File: config.mk
export PLATFORM = sky130hd
export DESIGN_NAME = bcd_display_scanner
export DESIGN_NICKNAME = d
export VERILOG_FILES = /design/src/rtl/bcd_display_scanner.sv
export SDC_FILE = /design/constraint.sdc
export NUM_CORES = 1
export LEC_CHECK = 0
export CORE_AREA = 2 2 110 112
export DETAILED_ROUTE_END_ITERATION = 16
export DIE_AREA = 0 0 112 114
export GPL_TIMING_DRIVEN = 1
export PLACE_DENSITY = 0.57
export SYNTH_ARGS = -nofsm -noshare
export SYNTH_HDL_FRONTEND = slang
export SYNTH_SLANG_ARGS = --single-unit
export TNS_END_PERCENT = 50
File: constraint.sdc
create_clock -name clk -period 3.73 [get_ports clk]
set_input_delay 0.746 -clock clk [delete_from_list [all_inputs] [get_ports clk]]
set_output_delay 0.746 -clock clk [all_outputs]
set_load 0.02 [all_outputs]
File: src/rtl/bcd_display_scanner.sv
// bcd_display_scanner: requests one BCD conversion per display frame and scans the low DIGITS digits onto a common-anode 7-segment display.
// Optional leading-zero blanking is enabled by defining BCD_LEADING_ZERO_BLANK_EN.
module bcd_display_scanner #(
  parameter int DIGITS      = 8,
  parameter int REFRESH_DIV = 100000
) (
  input  logic              clk,
  input  logic              reset,
  input  logic [39:0]       bcd,
  input  logic              conv_idle,
  output logic              conv_trigger,
  output logic [DIGITS-1:0] anodes,
  output logic [6:0]        segments,
  output logic              ovf
);
  localparam int PW = $clog2(REFRESH_DIV);
  localparam int IW = DIGITS > 1 ? $clog2(DIGITS) : 1;
  // Digits beyond the display width; all-zero when every digit is displayed
  localparam logic [39:0] HI_MASK = ~({40{1'b1}} >> (40 - 4 * DIGITS));
  typedef enum logic [1:0] {S_READY, S_PEND, S_START, S_BUSY} state_t;
  state_t state, state_n;
  logic [PW-1:0] presc;
  logic [IW-1:0] idx;
  logic [39:0] disp;
  logic [5:0] base;
  logic [3:0] nib;
  logic [6:0] seg_n;
  logic tick, frame_tick, trig_n, capture, blank;
  assign tick = presc == PW'(REFRESH_DIV - 1);
  assign frame_tick = tick && idx == IW'(DIGITS - 1);
  assign base = 6'(idx) << 2;
  assign nib = disp[base +: 4];
`ifdef BCD_LEADING_ZERO_BLANK_EN
  logic [DIGITS:0] lead;
  logic [DIGITS-1:0] nz_up;
  // lead[i]: digit i or any higher displayed digit is nonzero
  always_comb begin
    lead = '0;
    for (int i = DIGITS - 1; i >= 0; i--) lead[i] = (disp[4*i +: 4] != 4'd0) | lead[i+1];
  end
  assign nz_up = lead[DIGITS-1:0];
  assign blank = idx != '0 && !nz_up[idx];
`else
  assign blank = 1'b0;
`endif
  always_comb begin
    seg_n = 7'h3F;
    case (nib)
      4'd0: seg_n = 7'h40;
      4'd1: seg_n = 7'h79;
      4'd2: seg_n = 7'h24;
      4'd3: seg_n = 7'h30;
      4'd4: seg_n = 7'h19;
      4'd5: seg_n = 7'h12;
      4'd6: seg_n = 7'h02;
      4'd7: seg_n = 7'h78;
      4'd8: seg_n = 7'h00;
      4'd9: seg_n = 7'h10;
      default: seg_n = 7'h3F;
    endcase
    if (blank) seg_n = 7'h7F;
  end
  always_comb begin
    state_n = state;
    trig_n = 1'b0;
    capture = 1'b0;
    case (state)
      S_READY: if (frame_tick) begin
        trig_n = conv_idle;
        state_n = conv_idle ? S_START : S_PEND;
      end
      S_PEND: if (conv_idle) begin
        trig_n = 1'b1;
        state_n = S_START;
      end
      S_START: if (!conv_idle) state_n = S_BUSY;
      S_BUSY: if (conv_idle) begin
        capture = 1'b1;
        state_n = S_READY;
      end
      default: state_n = S_READY;
    endcase
  end
  always_ff @(posedge clk or negedge reset) begin
    if (!reset) begin
      state <= S_READY;
      presc <= '0;
      idx <= '0;
      disp <= '0;
      conv_trigger <= 1'b0;
      anodes <= '1;
      segments <= 7'h7F;
      ovf <= 1'b0;
    end else begin
      state <= state_n;
      conv_trigger <= trig_n;
      presc <= tick ? '0 : presc + 1'b1;
      if (tick) idx <= idx == IW'(DIGITS - 1) ? '0 : idx + 1'b1;
      if (capture) begin
        disp <= bcd;
        ovf <= |(bcd & HI_MASK);
      end
      anodes <= ~(DIGITS'(1) << idx);
      segments <= seg_n;
    end
  end
endmodule

==> key figures <==
Routing
  – DRC: 0
  – Starting DRT DRC Count: 87
  – Final WL: 6694 um
  – Final ANT Viol Nets: 0
  – Vias: 2192
  – DR pass1 iterations: 4
  – Number of vias per cell: 4.605
  – Wire per inst: 14.06 um

Floorplanning
  – Die Y: 114 um
  – Initial Util: 28.86%
  – Chip width: 112 um
  – Core area: 11710 sq um
  – DIE AREA: 12770 sq um
  – Row count: 40
  – I/O pin count: 60

STA
  – Final Cycle Share: 66.33%
  – Max Slew Vio Count: 0
  – Skew final: 0.004792 ns
  – Fin. Hold Viols: 0
  – Slew of the pin with the lowest slew margin: 0.8364 ns
  – Fmax: 0.4042 GHz
  – Final setup vio count: 0
  – Final Critical Period: 2.474 ns
  – Max-slew headroom: 43.82%
  – Final setup TNS: 0 ns
  – RSZ-0062 raised after global routing: no

Critical path
  – Worst path max stage delay: 0.65 ns
  – CP Buf/Inv Count: 1
  – Worst Path Required: 3.96 ns
  – CP arrival: 2.71 ns
  – Worst path cell trace: mux4_1 -> mux2i_1 -> inv_1 -> ha_1 -> a21oi_1 -> a31oi_1
  – Crit. End Element: register
  – Setup Crit Path Kind: reg2reg
  – Critical path's slowest cell: dfrtp_1
  – CP Launch Type: register
  – FF-to-FF setup slack: 1.26 ns
  – CP Max Fanout: 11
  – Top Family by Delay on Critical Path: multiplexers

Synthesis
  – Synth Flop Type: dfrtp_1
  – Synthesized instance count: 257
  – Synth warn: 0
  – Mapped Nets: 316
  – #FFs+latches synth: 71
  – Synth unique cells: 45
  – XOR/XNOR Fraction of Synth Area: 3.110%
  – Post-Synth Adder-Cell Area: 5.924%
  – Number of flops mapped to enable cells by yosys: 0
  – Cell area after synthesis: 3379 sq um
  – Mapped Avg Cell Area: 13.15 sq um
  – Post-synthesis async set-or-reset flop share: 100.0%
  – Post-synthesis sequential area ratio: 53.13%
  – Largest family of logic cells by synthesized area: multiplexers
  – Post-Synth Simple-Gate Area: 11.81%
  – Compound-Gate Fraction of Synth Area: 4.480%
  – Mux cell area share after synthesis: 19.62%

Clocking
  – Worst-Skew Late Latency: 0.33 ns
  – Post-CTS resize count: 0
  – CTS clk-pin slew, worst paths: 0.05 ns
  – Htree depth: 3
  – TritonCTS clock tree: yes
  – Hold_buf cts: 0
  – CTS Sinks: 71
  – Post-CTS setup buffer count: 0
  – Cts bufs inserted: 9
  – CTS root buffer: clkbuf_16
  – Clock tree buffer depth: 2

Status
  – Status: complete, no violations

Job
  – Max_cap viols: 0

Placement
  – Input/output buffers: 59
  – Gpl congestion: 0.8080
  – DP HPWL: 4939 um

Finish
  – Layout cell share with drive strength beyond 1: 22.19%
  – Diodes inserted: 0
  – Area growth from synthesis to layout: 30.73%
  – Final #Nets: 383

Power
  – Power Density: 629.4 nW/um^2
  – Leak: 1.860 nW
  – Max VDD drop: 0.2851 mV
  – Power Total: 0.002781 W

Global route
  – Largest net degree at the start of global routing: 42
  – GR Overflow Total: 0
  – Global-route usage over all layers: 11.28%
  – First-pass GRT wire length: 11210 um
  – Initial antenna violation count: 0
  – Vias in the first global route: 2264

Min path
  – Hold/Removal Path Class: in2async
==> final cells by class <==
cell class	instances	area, sq um
clock buffers	13	260.3
clock inverters	3	17.52
fillers	1148	7293
inverters	9	33.78
multi-input cells	171	1519
flip-flops and latches	71	1795
well taps	147	183.9
repair buffers	62	608.1
==> power breakdown <==
part	switching [W]	leakage (nW)	internal, W	total [W]
Combinational	0.000363	0.872	0.000477	0.000840
Sequential	0.000115	0.852	0.00103	0.00115
Clock	0.000309	0.136	0.000484	0.000793
Total	0.000787	1.86	0.00199	0.00278
==> synth_stat cells (all sizes together), types with 3 or more instances <==
cell type | count | area share (%)
nor2 | 13 | 1.4
dfstp | 15 | 12
nor4 | 6 | 1.7
ha | 16 | 5.9
nand2 | 18 | 2.0
a21oi | 8 | 1.2
nand3 | 7 | 1.0
mux2 | 35 | 12
nor3 | 3 | 0.44
mux2i | 5 | 1.9
o21ai | 7 | 1.0
mux4 | 8 | 6.0
inv | 8 | 0.89
xor2 | 7 | 1.8
clkbuf | 4 | 0.44
nor2b | 3 | 0.56
xnor2 | 5 | 1.3
nand4 | 4 | 0.74
dfrtp | 56 | 41
==> logic make-up after synthesis <==
| family | count (synthesis) |
|---|---|
| xor gates and xnor gates | 12 |
| and+or+nand+nor | 70 |
| buffers and inverters | 15 |
| adders and majority gates | 16 |
| muxes | 48 |
| AOI/OAI and AO/OA | 25 |
| DFF | 71 |
==> per-layer routing <==
layer / wire length, um / up-vias / track usage (%)
li1: - / 1074 / -
met1: 3183 / 1057 / 14.63
met2: 3001 / 44 / 16.97
met3: 275 / 17 / 2.604
met4: 234 / 0 / 7.480
met5: 0 / - / 0
==> path summary, 6_finish.rpt <==
check,start,to,cells past startpoint
worst max-delay path,idx[0],segments[2],6
worst max register to register,idx[0],segments[2],6
max in group asynchronous,reset,anodes[4],2
min in group clk,presc[0],presc[0],1
worst min-delay path,reset,disp[1],1
worst min register to register,presc[0],presc[0],1
==> metrics by stage <==
stage / util (%) / setup slack [ns] / hold slack, ns / cell area (sq um) / instances
after global routing: 37.72 / 1.037 / 0.2854 / 4418 / 476
after floorplan: - / 1.665 / 0.4460 / 3379 / 257
after global placement: 35.35 / 1.342 / 0.4657 / 4140 / 460
after CTS: 37.72 / 1.249 / 0.2666 / 4418 / 476
final: 37.72 / 1.256 / 0.2697 / 4418 / 476
after detailed placement: 35.35 / 1.260 / 0.4738 / 4140 / 460
==> flip-flops by register name (all words and copies together), names as in the netlist <==
name and count:
anodes 8, conv_trigger 1, disp 32, idx 3, ovf 1, presc 17, segments 7, state 2
==> cells in the final DEF (no fill, tap or decap), types with 5 or more instances in the layout <==
| master | netlist | routed |
|---|---|---|
| clkdlybuf4s50_1 | 0 | 58 |
| dfrtp_1 | 56 | 56 |
| mux2_2 | 33 | 33 |
| nand2_1 | 18 | 18 |
| ha_1 | 16 | 16 |
| dfstp_2 | 15 | 15 |
| nor2_1 | 13 | 13 |
| clkbuf_16 | 0 | 9 |
| inv_1 | 8 | 8 |
| a21oi_1 | 8 | 8 |
| o21ai_0 | 7 | 7 |
| nand3_1 | 7 | 7 |
| xor2_1 | 7 | 7 |
| mux4_1 | 6 | 6 |
| xnor2_1 | 5 | 5 |
Note: power is estimated with default switching activity, not from simulation.
